$ cat src/rtl/dm_abstract_ctl.sv
// dm_abstract_ctl: debug-module sequencer between the DM register file and the
// hart debug controller. Turns haltreq/resumereq and abstract command writes
// into the hart handshake, and reports abstractcs busy/cmderr and resumeack.
//
// Ports:
//   clk, rst_n          clock, asynchronous active-low reset
//   haltreq, resumereq  dmcontrol halt level / resume write pulse
//   cmd_wr, cmd_wdata   command register write pulse and value
//   autoexec_trig       data0 access with abstractauto set (see macro below)
//   cmderr_w1c          abstractcs.cmderr write-1-to-clear bits
//   hart_*              hart status: halted, done, write, error, exception
//   halt_req, resume_req, command, exec   hart-facing handshake
//   data0_we            data0 capture enable (hart_write qualified by exec)
//   busy, cmderr, resumeack               status back to the register file
//
// Build option: define DEBUG_AUTOEXEC_EN to let autoexec_trig start commands;
// without it the port is present but ignored.

module dm_abstract_ctl #(
    parameter int unsigned TIMEOUT_CYCLES = 1024,
    parameter int unsigned TIMEOUT_W      = 11
) (
    input  logic        clk,
    input  logic        rst_n,
    input  logic        haltreq,
    input  logic        resumereq,
    input  logic        cmd_wr,
    input  logic [31:0] cmd_wdata,
    input  logic        autoexec_trig,
    input  logic [2:0]  cmderr_w1c,
    input  logic        hart_halted,
    input  logic        hart_done,
    input  logic        hart_write,
    input  logic        hart_error,
    input  logic        hart_exception,
    output logic        halt_req,
    output logic        resume_req,
    output logic [31:0] command,
    output logic        exec,
    output logic        data0_we,
    output logic        busy,
    output logic [2:0]  cmderr,
    output logic        resumeack
);

    localparam logic [1:0] ST_IDLE  = 2'd0;
    localparam logic [1:0] ST_CHECK = 2'd1;
    localparam logic [1:0] ST_EXEC  = 2'd2;
    localparam logic [1:0] ST_DONE  = 2'd3;

    localparam logic [7:0] CMDTYPE_REG = 8'd0;
    localparam logic [7:0] CMDTYPE_MEM = 8'd2;

    localparam logic [2:0] ERR_NONE    = 3'd0;
    localparam logic [2:0] ERR_BUSY    = 3'd1;
    localparam logic [2:0] ERR_NOTSUP  = 3'd2;
    localparam logic [2:0] ERR_EXC     = 3'd3;
    localparam logic [2:0] ERR_HALT    = 3'd4;
    localparam logic [2:0] ERR_BUS     = 3'd5;
    localparam logic [2:0] ERR_TIMEOUT = 3'd7;

    localparam int unsigned POSTEXEC_BIT = 18;
    localparam int unsigned TRANSFER_BIT = 17;

    logic [1:0]           state, state_nxt;
    logic [TIMEOUT_W-1:0] cnt, cnt_nxt, cnt_inc;
    logic [31:0]          command_nxt;
    logic [2:0]           err_set, cmderr_nxt;
    logic                 resume_req_nxt, resumeack_nxt;
    logic                 trig;
    logic [7:0]           cmdtype;

    // Command start sources.
`ifdef DEBUG_AUTOEXEC_EN
    assign trig = cmd_wr | autoexec_trig;
`else
    logic unused_autoexec;
    assign unused_autoexec = autoexec_trig;
    assign trig            = cmd_wr;
`endif

    assign cmdtype  = command[31:24];
    assign cnt_inc  = cnt + TIMEOUT_W'(1);
    // exec is a registered decode of EXEC, so this follows hart_write in-cycle.
    assign data0_we = exec & hart_write;

    // Next-state, error and resume handshake logic.
    always_comb begin
        state_nxt      = state;
        cnt_nxt        = cnt;
        command_nxt    = command;
        err_set        = ERR_NONE;
        resume_req_nxt = resume_req;
        resumeack_nxt  = resumeack;

        case (state)
            ST_IDLE: begin
                cnt_nxt = '0;
                if (trig && (cmderr == ERR_NONE)) begin
                    if (cmd_wr) begin
                        command_nxt = cmd_wdata;
                    end
                    state_nxt = ST_CHECK;
                end
            end
            ST_CHECK: begin
                if (((cmdtype != CMDTYPE_REG) && (cmdtype != CMDTYPE_MEM)) ||
                    ((cmdtype == CMDTYPE_REG) && command[POSTEXEC_BIT])) begin
                    err_set   = ERR_NOTSUP;
                    state_nxt = ST_DONE;
                end else if (!hart_halted) begin
                    err_set   = ERR_HALT;
                    state_nxt = ST_DONE;
                end else if ((cmdtype == CMDTYPE_REG) && !command[TRANSFER_BIT]) begin
                    state_nxt = ST_DONE;
                end else begin
                    cnt_nxt   = '0;
                    state_nxt = ST_EXEC;
                end
            end
            ST_EXEC: begin
                if (hart_done) begin
                    if (hart_exception) begin
                        err_set = ERR_EXC;
                    end else if (hart_error) begin
                        err_set = (cmdtype == CMDTYPE_MEM) ? ERR_BUS : ERR_EXC;
                    end
                    state_nxt = ST_DONE;
                end else if (cnt_inc == TIMEOUT_W'(TIMEOUT_CYCLES)) begin
                    err_set   = ERR_TIMEOUT;
                    state_nxt = ST_DONE;
                end else begin
                    cnt_nxt = cnt_inc;
                end
            end
            ST_DONE: begin
                state_nxt = ST_IDLE;
            end
            default: begin
                state_nxt = ST_IDLE;
            end
        endcase

        // A new start while a command is running is reported as busy.
        if (busy && trig && (err_set == ERR_NONE)) begin
            err_set = ERR_BUSY;
        end

        // Sticky error: only the first error lands; a landing error beats w1c.
        if ((cmderr == ERR_NONE) && (err_set != ERR_NONE)) begin
            cmderr_nxt = err_set;
        end else begin
            cmderr_nxt = cmderr & ~cmderr_w1c;
        end

        // Resume: hold the request until the hart leaves halt; halt wins.
        if (resume_req) begin
            if (!hart_halted) begin
                resume_req_nxt = 1'b0;
                resumeack_nxt  = 1'b1;
            end
        end else if (resumereq && hart_halted && !haltreq) begin
            resume_req_nxt = 1'b1;
            resumeack_nxt  = 1'b0;
        end
    end

    // State and output registers.
    always_ff @(posedge clk or negedge rst_n) begin
        if (!rst_n) begin
            state      <= ST_IDLE;
            cnt        <= '0;
            command    <= '0;
            cmderr     <= ERR_NONE;
            halt_req   <= 1'b0;
            resume_req <= 1'b0;
            resumeack  <= 1'b0;
            exec       <= 1'b0;
            busy       <= 1'b0;
        end else begin
            state      <= state_nxt;
            cnt        <= cnt_nxt;
            command    <= command_nxt;
            cmderr     <= cmderr_nxt;
            halt_req   <= haltreq;
            resume_req <= resume_req_nxt;
            resumeack  <= resumeack_nxt;
            exec       <= (state_nxt == ST_EXEC);
            busy       <= (state_nxt != ST_IDLE);
        end
    end

endmodule

$ cat config.mk
export PLATFORM = sky130hd
export DESIGN_NAME = dm_abstract_ctl
export DESIGN_NICKNAME = d
export VERILOG_FILES = /design/src/rtl/dm_abstract_ctl.sv
export SDC_FILE = /design/constraint.sdc
export NUM_CORES = 1
export LEC_CHECK = 0
export ABC_AREA = 1
export BUFFER_PORTS_ARGS = -buffer_cell sky130_fd_sc_hd__buf_2
export CORE_MARGIN = 10
export CORE_UTILIZATION = 39
export CTS_CLUSTER_DIAMETER = 200
export DETAILED_ROUTE_END_ITERATION = 8
export GPL_TIMING_DRIVEN = 0
export PLACE_DENSITY = 0.6
export SETUP_SLACK_MARGIN = 0.1
export SYNTH_ARGS = -nofsm -noshare
export SYNTH_HDL_FRONTEND = slang
export SYNTH_SLANG_ARGS = --single-unit
$ cat constraint.sdc
create_clock -name clk -period 4.3 [get_ports clk]
set_clock_uncertainty 0.05 [all_clocks]
set_input_delay 0.43 -clock clk [delete_from_list [all_inputs] [get_ports clk]]
set_output_delay 0.43 -clock clk [all_outputs]
set_load 0.01 [all_outputs]
==> PnR_summary.wiki <==
{| class="wikitable"
! Metric !! Value
|-
| Final ANT Viol Nets || 0
|-
| Max rail drop VDD || about 0.00036 V
|-
| Buf+Inv Stages, Crit Path || 0
|-
| Diode count || 0
|-
| Fraction of final layout cells with drive strength greater than 1 || 0.383
|-
| Most frequently used cell type in the post-synthesis netlist || sky130_fd_sc_hd__nand2_1
|-
| Vias per cell || about 4.8
|-
| Wire length per cell after detailed routing || 14.2 µm
|-
| Initial antenna violation count || 0
|-
| Fill cell total of the finished layout || 631
|-
| Ports || a little under 90
|-
| Final std cell area, no fill || 3270 µm²
|-
| Worst setup timing slack at the placement stage || 2.29 ns
|-
| Final number of hold-violating endpoints || 0
|-
| Worst path most repeated cell || sky130_fd_sc_hd__nand2_1
|-
| 1st-pass router iterations || 4
|-
| Netlist Area Pre-Place || around 2600 µm²
|-
| Status || completed
|-
| Sequential-to-total area share from yosys stat || 0.501
|-
| Largest cells by area after synthesis || sky130_fd_sc_hd__dfrtp_1 50%, sky130_fd_sc_hd__mux2_2 11%, sky130_fd_sc_hd__nand2_1 10%, sky130_fd_sc_hd__inv_1 5.1%, sky130_fd_sc_hd__ha_1 2.8%
|-
| Detailed router's first-iteration violation count || 83
|-
| Number of endpoints failing setup at the final stage || 0
|-
| Number of buffers inserted by port buffering || between 80 and 90
|-
| Global-route wire length before repair || about 10 mm
|-
| Max Clock Freq || around 0.50 GHz
|-
| Worst-case reg-to-reg path depth || 16
|-
| Async set-reset flop share out of synthesis || 1.00
|-
| Worst reg2reg startpoint || cnt[1]
|-
| Slew at the pin closest to its max-slew limit || around 1.2 ns
|-
| Clock latency at the later pin of the worst-skew pair || between 0.3 and 0.4 ns
|-
| Global-route usage over all layers || 0.128
|-
| Count of mapped cells out of synthesis || ~280
|-
| Setup Fix Bufs, Post-CTS || 0
|-
| Required time worst endpoint || between 4 and 5 ns
|-
| Vias || between 2,000 and 2,500
|-
| Relative slew slack || 0.211
|-
| Worst setup SP type || register
|-
| Number of nets in the finished design || approximately 430
|-
| Minimum period implied by the final worst setup slack || 2.00 ns
|-
| Kind of cell adding the most delay to the critical path || simple AND/OR/NAND/NOR gates
|-
| Register bit count reported by yosys || 53
|-
| Kind of end point of the critical path || register
|-
| RD Place Congestion || 0.793
|-
| Worst-path maximum fanout || 5
|-
| Max-cap check violation count || 0
|-
| Number of enable flip-flop cells after synthesis || 0
|-
| Net switching power figure || around 0.80 mW
|-
| Lkg Pwr || around 1.6 nW
|-
| Total Power Consumption || approximately 2 mW
|-
| Dominant register cell in the synthesized netlist || sky130_fd_sc_hd__dfrtp_1
|-
| Synthesis-to-layout area growth || 23.5%
|-
| Hold path startpoint || haltreq
|-
| Area of the die || approximately 10,000 µm²
|-
| Post-route setup TNS || 0 ns
|-
| Util after Layout || 0.506
|-
| Switching share of power || 0.397
|-
| Total Wirelength || approximately 6.4 mm
|-
| Number of hold-repair buffers added at the cts stage || 0
|-
| Number of buffers inserted during clock tree synthesis || 5
|-
| Hold Path Class || input pin to register
|-
| Clock buffer depth || 2
|-
| CP max-delay cell || sky130_fd_sc_hd__dfrtp_1
|-
| RSZ-0062 raised after global routing || no
|-
| Part of the total power dissipated in sequential elements || 0.397
|-
| Fraction of post-synthesis cell area in the top cell type by area || 0.501
|-
| Final Slew Violations || 0
|-
| Global-route congestion overflow total || 0
|-
| Internal portion of total power || approximately 1.2 mW
|-
| Netlist cell types || 31
|-
| Avg Inst Size Synth || 9.36 µm²
|-
| Number of clock sinks || 53
|-
| Starting Density || 0.410
|-
| Worst path cell trace || ha_1, nand2_2, nor2_2, nand2_1, nand2_1, nand2_1, nor2_2, nand3_4, nand2_4, nand2_1, nand2_1, nand2_1, nand2_1, nand2_1, nand2_1, nand2_1
|-
| Area after detailed placement || roughly 3200 µm²
|-
| Reg2Reg Setup Slack || ~2.3 ns
|-
| Final worst-path cycle share || 0.466
|-
| Net count of the mapped netlist || 335
|-
| Core region area || roughly 6500 µm²
|-
| Die span in x || between 100 and 150 µm
|-
| M3 GR Usage || 0.0749
|-
| H-tree depth reported by CTS || 2
|-
| Hold depth || 1
|-
| Part of the power in the clock network || 0.155
|-
| Total number of yosys warnings || 0
|-
| Met1 GRT Util || 0.134
|-
| Vias in the first global route || roughly 2,200
|-
| Worst setup path class || register to register
|-
| Clock-pin slew of the registers on the worst-case setup and hold paths || approximately 0.11 ns
|-
| Power density over the cells || 618 nW/µm²
|-
| Reg2Reg Capture Point || cmderr[0]
|-
| Global routing met2 resource utilization || 0.211
|-
| Setup slack after layout || around 2.3 ns
|-
| Worst hold endpoint || halt_req
|-
| Std cell rows || 29
|-
| Buffer cell driving the clock tree root || sky130_fd_sc_hd__clkbuf_8
|-
| HPWL after detailed placement || 5.04 mm
|-
| Pin count of the biggest net entering global routing || 54
|-
| GR peak layer || met2
|-
| TritonCTS clock tree || built
|-
| Post-synthesis cell type with the largest combined area || sky130_fd_sc_hd__dfrtp_1
|-
| Die Height || between 100 and 150 µm
|-
| Maximum single-stage delay on the critical path || approximately 0.43 ns
|-
| Part of the total power dissipated in combinational logic || 0.448
|-
| Most frequent cells after synthesis || 72 x sky130_fd_sc_hd__nand2_1, 53 x sky130_fd_sc_hd__dfrtp_1, 36 x sky130_fd_sc_hd__inv_1, 25 x sky130_fd_sc_hd__mux2_2, 14 x sky130_fd_sc_hd__nor2_1
|-
| Arrival time of data at the critical path endpoint || ~2.2 ns
|-
| Number of gates resized after CTS || 0
|-
| Remaining design rule violation count || 0
|}
==> power by group through the flow <==
stage	combinational, mW	sequential [mW]	clock [mW]
after CTS	0.927	0.807	0.327
after floorplan	0.497	0.888	0
after detailed placement	0.923	0.814	0
after global routing	1.02	0.832	0.343
after global placement	0.912	0.804	0
final	0.905	0.801	0.313
==> per-stage QoR <==
stage	cells	hold slack (ns)
2_1_floorplan	283	0.0844
3_3_place_gp	445	0.434
5_1_grt	453	0.168
4_1_cts	453	0.164
3_5_place_dp	445	0.441
6_report	453	0.179
==> per-layer routing <==
layer,vias up,part of all wire
li1,1089,-
met1,1012,0.42
met2,55,0.46
met3,7,0.11
met4,0,0.013
met5,-,0
==> final cells by class <==
class | instances | area, µm² | area share
inverter | 37 | 139 | 0.0425
clock buffer | 6 | 82.6 | 0.0252
tap | 77 | 96.3 | 0.0295
clock inverter | 2 | 17.5 | 0.00536
timing repair buffer | 85 | 425 | 0.130
buffer | 7 | 47.5 | 0.0145
multi-input combinational | 186 | 1140 | 0.347
sequential | 53 | 1330 | 0.406
==> cells by family after synthesis <==
family,share of synthesized area
flops,0.501
compound gates,0.0907
simple gates,0.204
mux,0.106
buf+inv,0.0704
fa+ha+maj,0.0283
==> layout by cell type, fill, tap and decap left out, types with 3 or more instances in the layout <==
master and n:
sky130_fd_sc_hd__ha_1 6, sky130_fd_sc_hd__inv_1 36, sky130_fd_sc_hd__nand4_1 3, sky130_fd_sc_hd__o21ai_1 6, sky130_fd_sc_hd__nor2_2 4, sky130_fd_sc_hd__dfrtp_1 53, sky130_fd_sc_hd__o21ai_0 11, sky130_fd_sc_hd__a21oi_1 9
sky130_fd_sc_hd__o31ai_1 4, sky130_fd_sc_hd__nand2_1 72, sky130_fd_sc_hd__clkbuf_8 6, sky130_fd_sc_hd__mux2_2 25, sky130_fd_sc_hd__nor2_1 14, sky130_fd_sc_hd__buf_2 90, sky130_fd_sc_hd__nand3_1 9
==> worst max-delay path by stage <==
stage / slack, ns / end / startpoint / cells past startpoint
floorplan: 2.51 / cmderr[0] / cnt[1] / 16
global placement: 2.29 / cmderr[0] / cnt[1] / 16
detailed placement: 2.29 / cnt[8] / cnt[1] / 11
CTS: 2.26 / cnt[8] / cnt[1] / 12
global route: 2.04 / cmderr[0] / cnt[1] / 16
finish: 2.30 / cmderr[0] / cnt[1] / 16
==> flip-flops by register name (all words and copies together) (netlist names) <==
register and count:
command 32, cnt 11, cmderr 3, state 2, busy 1, exec 1
halt_req 1, resume_req 1, resumeack 1
(Power assumes the default switching activity.)
